[src/rtl/corr_autoscale_if.sv]
// rtl/corr_autoscale_if.sv - frame stream bundle for the correlation auto-scaler
interface corr_autoscale_if #(
    parameter int DIN_WIDTH   = 32,
    parameter int DOUT_WIDTH  = 16,
    parameter int N_CH        = 4,
    parameter int SHIFT_WIDTH = 5
) ();
    logic [N_CH*DIN_WIDTH-1:0]  din;
    logic                       din_valid;
    logic [N_CH*DOUT_WIDTH-1:0] dout;
    logic                       dout_valid;
    logic [SHIFT_WIDTH-1:0]     shift_used;
    logic [N_CH-1:0]            ovf;

    modport master (
        output din, din_valid,
        input  dout, dout_valid, shift_used, ovf
    );

    modport slave (
        input  din, din_valid,
        output dout, dout_valid, shift_used, ovf
    );
endinterface

[src/rtl/corr_autoscale.sv]
// rtl/corr_autoscale.sv - block-floating-point shift tracker and saturating repointer
module corr_autoscale #(
    parameter int DIN_WIDTH   = 32,
    parameter int DIN_POINT   = 16,
    parameter int DOUT_WIDTH  = 16,
    parameter int DOUT_POINT  = 15,
    parameter int N_CH        = 4,
    parameter int SHIFT_WIDTH = 5,
    parameter int HOLD_FRAMES = 4
) (
    input  logic                   clk,
    input  logic                   rst,
    corr_autoscale_if.slave        bus,
    input  logic                   auto_en,
    input  logic [SHIFT_WIDTH-1:0] manual_shift,
    output logic [15:0]            sat_count
);
    localparam int DSH  = DIN_POINT - DOUT_POINT;
    localparam int MAXS = 2**SHIFT_WIDTH - 1;
    localparam int HW   = $clog2(HOLD_FRAMES + 1);
    localparam logic [HW-1:0] HOLD_LAST = HW'(HOLD_FRAMES - 1);
    localparam logic signed [DIN_WIDTH-1:0] OMAX =
        {{(DIN_WIDTH-DOUT_WIDTH+1){1'b0}}, {(DOUT_WIDTH-1){1'b1}}};
    localparam logic signed [DIN_WIDTH-1:0] OMIN =
        {{(DIN_WIDTH-DOUT_WIDTH+1){1'b1}}, {(DOUT_WIDTH-1){1'b0}}};

    logic [SHIFT_WIDTH-1:0]    c;
    logic [HW-1:0]             hold;
    logic [SHIFT_WIDTH-1:0]    need;
    logic [DIN_WIDTH-1:0]      chan;
    int                        need_max;
    int                        sig_bits;

    logic                      v1;
    logic [N_CH*DIN_WIDTH-1:0] d1;
    logic [SHIFT_WIDTH-1:0]    s1;

    logic signed [DIN_WIDTH-1:0] x;
    logic signed [DIN_WIDTH-1:0] z;
    logic [N_CH*DOUT_WIDTH-1:0]  dout_n;
    logic [N_CH-1:0]             ovf_n;

    // Leading-sign detect on the unshifted frame: a channel needing sig_bits
    // signed bits fits once shifted right by sig_bits - DOUT_WIDTH in total,
    // of which DSH comes for free from the repointing.
    always_comb begin
        need_max = 0;
        sig_bits = 1;
        chan     = '0;
        for (int ch = 0; ch < N_CH; ch++) begin
            chan     = bus.din[ch*DIN_WIDTH +: DIN_WIDTH];
            sig_bits = 1;
            for (int i = 0; i < DIN_WIDTH - 1; i++) begin
                if (chan[i] != chan[DIN_WIDTH-1]) begin
                    sig_bits = i + 2;
                end
            end
            if (sig_bits - DOUT_WIDTH - DSH > need_max) begin
                need_max = sig_bits - DOUT_WIDTH - DSH;
            end
        end
        need = (need_max > MAXS) ? SHIFT_WIDTH'(MAXS) : SHIFT_WIDTH'(need_max);
    end

    // Shift tracker: grow immediately, shrink by one only after a full hold period.
    always_ff @(posedge clk) begin
        if (rst) begin
            c    <= '0;
            hold <= '0;
        end else if (!auto_en) begin
            c    <= manual_shift;
            hold <= '0;
        end else if (bus.din_valid) begin
            if (need > c) begin
                c    <= need;
                hold <= '0;
            end else if (need == c) begin
                hold <= '0;
            end else if (hold == HOLD_LAST) begin
                c    <= c - SHIFT_WIDTH'(1);
                hold <= '0;
            end else begin
                hold <= hold + HW'(1);
            end
        end
    end

    // Stage 1: capture the frame together with the shift it must use.
    always_ff @(posedge clk) begin
        if (rst) begin
            v1 <= 1'b0;
            d1 <= '0;
            s1 <= '0;
        end else begin
            v1 <= bus.din_valid;
            if (bus.din_valid) begin
                d1 <= bus.din;
                s1 <= c;
            end
        end
    end

    // Shift, drop the extra fractional bits (floor) and clamp to the output range.
    always_comb begin
        dout_n = '0;
        ovf_n  = '0;
        x      = '0;
        z      = '0;
        for (int ch = 0; ch < N_CH; ch++) begin
            x = d1[ch*DIN_WIDTH +: DIN_WIDTH];
            z = (x >>> s1) >>> DSH;
            if (z > OMAX) begin
                dout_n[ch*DOUT_WIDTH +: DOUT_WIDTH] = OMAX[DOUT_WIDTH-1:0];
                ovf_n[ch] = 1'b1;
            end else if (z < OMIN) begin
                dout_n[ch*DOUT_WIDTH +: DOUT_WIDTH] = OMIN[DOUT_WIDTH-1:0];
                ovf_n[ch] = 1'b1;
            end else begin
                dout_n[ch*DOUT_WIDTH +: DOUT_WIDTH] = z[DOUT_WIDTH-1:0];
            end
        end
    end

    // Stage 2: output registers and the saturating overflow-frame counter.
    always_ff @(posedge clk) begin
        if (rst) begin
            bus.dout       <= '0;
            bus.ovf        <= '0;
            bus.shift_used <= '0;
            bus.dout_valid <= 1'b0;
            sat_count      <= '0;
        end else begin
            bus.dout_valid <= v1;
            if (v1) begin
                bus.dout       <= dout_n;
                bus.ovf        <= ovf_n;
                bus.shift_used <= s1;
                if ((|ovf_n) && (sat_count != 16'hFFFF)) begin
                    sat_count <= sat_count + 16'd1;
                end
            end
        end
    end
endmodule

[src/flat_wrapper.sv]
// flat-port wrapper written by rule: the top's interface ports become plain ports
module corr_autoscale_flat 
#(
    parameter int DIN_WIDTH   = 32,
    parameter int DIN_POINT   = 16,
    parameter int DOUT_WIDTH  = 16,
    parameter int DOUT_POINT  = 15,
    parameter int N_CH        = 4,
    parameter int SHIFT_WIDTH = 5,
    parameter int HOLD_FRAMES = 4
)
  (clk, rst, auto_en, manual_shift, sat_count, bus_din, bus_din_valid, bus_dout, bus_dout_valid, bus_shift_used, bus_ovf);
  corr_autoscale_if #(.DIN_WIDTH(DIN_WIDTH), .DOUT_WIDTH(DOUT_WIDTH), .N_CH(N_CH), .SHIFT_WIDTH(SHIFT_WIDTH)) bus_i ();
  input  logic clk;
  input  logic rst;
  input  logic auto_en;
  input  logic [SHIFT_WIDTH-1:0] manual_shift;
  output logic [15:0] sat_count;
  input wire logic [$bits(bus_i.din)-1:0] bus_din;
  input wire logic [$bits(bus_i.din_valid)-1:0] bus_din_valid;
  output wire logic [$bits(bus_i.dout)-1:0] bus_dout;
  output wire logic [$bits(bus_i.dout_valid)-1:0] bus_dout_valid;
  output wire logic [$bits(bus_i.shift_used)-1:0] bus_shift_used;
  output wire logic [$bits(bus_i.ovf)-1:0] bus_ovf;
  assign bus_i.din = bus_din;
  assign bus_i.din_valid = bus_din_valid;
  assign bus_dout = bus_i.dout;
  assign bus_dout_valid = bus_i.dout_valid;
  assign bus_shift_used = bus_i.shift_used;
  assign bus_ovf = bus_i.ovf;
  corr_autoscale #(.DIN_WIDTH(DIN_WIDTH), .DIN_POINT(DIN_POINT), .DOUT_WIDTH(DOUT_WIDTH), .DOUT_POINT(DOUT_POINT), .N_CH(N_CH), .SHIFT_WIDTH(SHIFT_WIDTH), .HOLD_FRAMES(HOLD_FRAMES)) u_core (.clk(clk), .rst(rst), .bus(bus_i), .auto_en(auto_en), .manual_shift(manual_shift), .sat_count(sat_count));
endmodule
[config.mk]
export PLATFORM = sky130hd
export DESIGN_NAME = corr_autoscale_flat
export DESIGN_NICKNAME = d
export VERILOG_FILES = /design/src/rtl/corr_autoscale_if.sv /design/src/rtl/corr_autoscale.sv /design/src/flat_wrapper.sv
export SDC_FILE = /design/constraint.sdc
export NUM_CORES = 1
export LEC_CHECK = 0
export ABC_CLOCK_PERIOD_IN_PS = 27400
export BUFFER_PORTS_ARGS = -buffer_cell sky130_fd_sc_hd__buf_4
export CAP_MARGIN = 15
export CORE_ASPECT_RATIO = 0.6
export CORE_MARGIN = 2
export CORE_UTILIZATION = 55
export CTS_CLUSTER_SIZE = 10
export DETAILED_ROUTE_END_ITERATION = 12
export PLACE_DENSITY = 0.75
export SYNTH_ARGS = -nofsm -noshare
export SYNTH_HDL_FRONTEND = slang
export SYNTH_SLANG_ARGS = --single-unit
[constraint.sdc]
create_clock -name clk -period 27.4 [get_ports clk]
set_clock_uncertainty 0.1 [all_clocks]
set_input_delay 5.48 -clock clk [delete_from_list [all_inputs] [get_ports clk]]
set_output_delay 5.48 -clock clk [all_outputs]
set_load 0.02 [all_outputs]
==> impl_metrics.tcl <==
set metrics [dict create \
    grt_pass1_wl_mm 114 \
    cts_sinks 228 \
    register_area_sq_um 4580 \
    worstRegToRegCells 13 \
    syn_area_per_cell_sq_um 7.86 \
    power_frac_clock 0.291 \
    pwr-share-comb 0.359 \
    power_leakage_uw 0.0103 \
    globalplace.congestion 1.04 \
    seqPwrFrac 0.350 \
    crit_end "u_core.c[3]" \
    arrival_ns 19.20 \
    crit_type "primary input to flop" \
    ant_nets 0 \
    fillers 3554 \
    netlist_instances 2797 \
    slew_headroom 0.245 \
    netlist_area_sq_um 22000 \
    worst_path_largest_cell_delay_ns 0.66 \
    cts-buffers-inserted 27 \
    power_density_nw_per_um2 44.5 \
    cp_data_required_time_ns 27.73 \
    detailed_place_hpwl_mm 57.5 \
    antenna_found_initial 5 \
    drc 0 \
    p_sw_uw 396 \
    mostFrequentLayoutCell "nor2_1" \
    final_hold_viol_count 0 \
    swShare 0.365 \
    rows 56 \
    drv_cap 0 \
    async_flop_share 0 \
    rrSetupSlack_ns 21.90 \
    rr_endpoint "u_core.sat_count[5]" \
    synth-seq-cells 228 \
    cts-root-buf "clkbuf_16" \
    finalWirelength_mm 75.1 \
    ir_worst_vdd_uv 49.5 \
    layout.cells.most_common_list "nor2_1 (401), nand2_1 (251), buf_4 (242), mux2i_1 (229), dfxtp_1 (222)" \
    finalMaxSlewViolations 0 \
    cts_resized 0 \
    cp_max_fo 50 \
    post_cts_buffers 0 \
    area_delta_synth_final_pct 10.8 \
    die_w_microns 262 \
    tns_ns 0 \
    worstSkewPairLatency_ns 0.57 \
    start_kind "primary input" \
    startpoint "bus_din[31]" \
    die_y_microns 159 \
    grt_pass1_vias 20100 \
    port_buffers 226 \
    grt_max_degree 147 \
    start_util 0.560 \
    ctsHtreeMaxLevel 1 \
    cp-end-kind "flop" \
    min_path_type "flop to flop" \
    firstDrtPassIters 6 \
    critPathSlowestCell "mux2_2" \
    path_clk_slew_ns 0.06 \
    ctsHoldBuffers 0 \
    core-area_sq_um 39200 \
    viasPerCell 6.62 \
    status "complete, no violations" \
    tightest_slew_ns 1.13 \
    period_minus_slack_ns 18.88 \
    synth_edf_count 0 \
    gr-total-overflow 0 \
    finalCritPeriodShare 0.689 \
    wl_per_cell_microns 22.1 \
    ios 227 \
    ys_types 99 \
    seq_area_frac_synth 0.208 \
    worstReg2RegStart "u_core.s1[0]" \
    num_vias 22500 \
    rsz0062_at_grt "false" \
    die_area_sq_um 41600 \
    ys.flop_type "dfxtp_1" \
    finalNetCount 3129 \
    cts_tree "built" \
    yosys_warnings 0 \
    drive_above_1_share 0.160 \
    internal_power_uw 688 \
    first_iter_violations 2965 \
    setup_viol_count_final 0 \
    multi_input_area_sq_um 16100 \
    finish.utilization 0.620 \
    track_usage 0.343 \
    max_freq_mhz 53.0 \
    clock_path_buffers 3 \
]
==> layer usage <==
layer	GRT usage	part of all wire
met2	0.516	0.43
met3	0.0845	0.11
met4	0.0524	0.017
met1	0.502	0.44
met5	0	0
==> state kept, by name (all words and copies together) (netlist names) <==
register / cells
u_core.s1: 5
u_core.bus.dout: 64
u_core.bus.dout_valid: 1
u_core.bus.shift_used: 5
u_core.c: 5
u_core.bus.ovf: 4
u_core.sat_count: 16
u_core.d1: 124
u_core.v1: 1
u_core.hold: 3
==> worst max-delay path: cells and delay by family <==
family / cells / cell delay [ns]
simple gates: 25 / 5.47
compound gates: 23 / 5.16
fa+ha+maj: 5 / 1.58
mux: 2 / 0.75
buf+inv: 3 / 0.72
==> final cells by class <==
class,count,area share
tap,522,0.0268
clock buffer,30,0.0286
antenna,5,0.000514
inverter,103,0.0159
timing repair buffer,244,0.0756
clock inverter,3,0.000925
sequential,228,0.188
multi-input combinational,2268,0.663
==> cells in the mapped netlist (18+ instances only) <==
cell,n,share of area
nor2_1,401,0.069
nand2_1,251,0.043
mux2i_1,229,0.10
dfxtp_1,228,0.21
a21oi_1,160,0.036
o21ai_0,137,0.031
clkbuf_1,128,0.022
ha_1,120,0.068
inv_1,101,0.017
nand3_1,100,0.023
mux4_2,87,0.089
a211oi_1,69,0.024
nor3_1,54,0.012
o22ai_1,54,0.015
mux2_2,45,0.023
nand4_1,43,0.012
nand2b_1,40,0.011
a31oi_1,35,0.010
and3_1,31,0.0088
buf_1,31,0.0053
buf_2,31,0.0071
nor2b_1,31,0.0088
o211ai_1,31,0.011
nor4_1,21,0.0060
or2_2,20,0.0057
o21a_1,19,0.0065
or3_1,19,0.0054
or4_1,18,0.0062
==> power by group through the flow <==
stage,combinational [uW],sequential [uW],clock [uW]
final,389,379,316
after global routing,421,382,334
after CTS,379,378,321
after detailed placement,377,385,0
after global placement,372,384,0
after floorplan,263,382,0
==> metrics by stage <==
stage               power (uW)  setup WS [ns]  instance area [sq um]  hold slack, ns  instances
floorplan                  645          10.33                  22000           0.317       2803
global placement           756           8.69                  23600           0.334       3365
detailed placement         762           8.43                  23600           0.332       3365
CTS                       1080           8.99                  24300           0.342       3398
global route              1140           7.60                  24300           0.359       3403
finish                    1080           8.52                  24300           0.348       3403
==> worst min-delay path by stage <==
stage               slack [ns]  depth (start not counted)             end            from
global placement          0.33                          2  u_core.hold[2]  u_core.hold[2]
floorplan                 0.32                          2  u_core.hold[2]  u_core.hold[2]
global route              0.36                          2  u_core.hold[2]  u_core.hold[2]
finish                    0.35                          2  u_core.hold[2]  u_core.hold[2]
detailed placement        0.33                          2  u_core.hold[2]  u_core.hold[2]
CTS                       0.34                          2  u_core.hold[2]  u_core.hold[2]
==> kinds of logic after synthesis <==
| logic type | after synthesis | share of synthesized area |
|---|---|---|
| AND/OR/NAND/NOR | 1075 | 0.230 |
| XOR/XNOR | 24 | 0.00957 |
| other | 1 | 0.000171 |
| multiplexers | 369 | 0.226 |
| AO/OA/AOI/OAI | 673 | 0.201 |
| buffers and inverters | 307 | 0.0584 |
| flip-flops | 228 | 0.208 |
| adder cells (fa/ha/maj) | 120 | 0.0683 |
No activity file was read; power rests on OpenSTA's default activity.
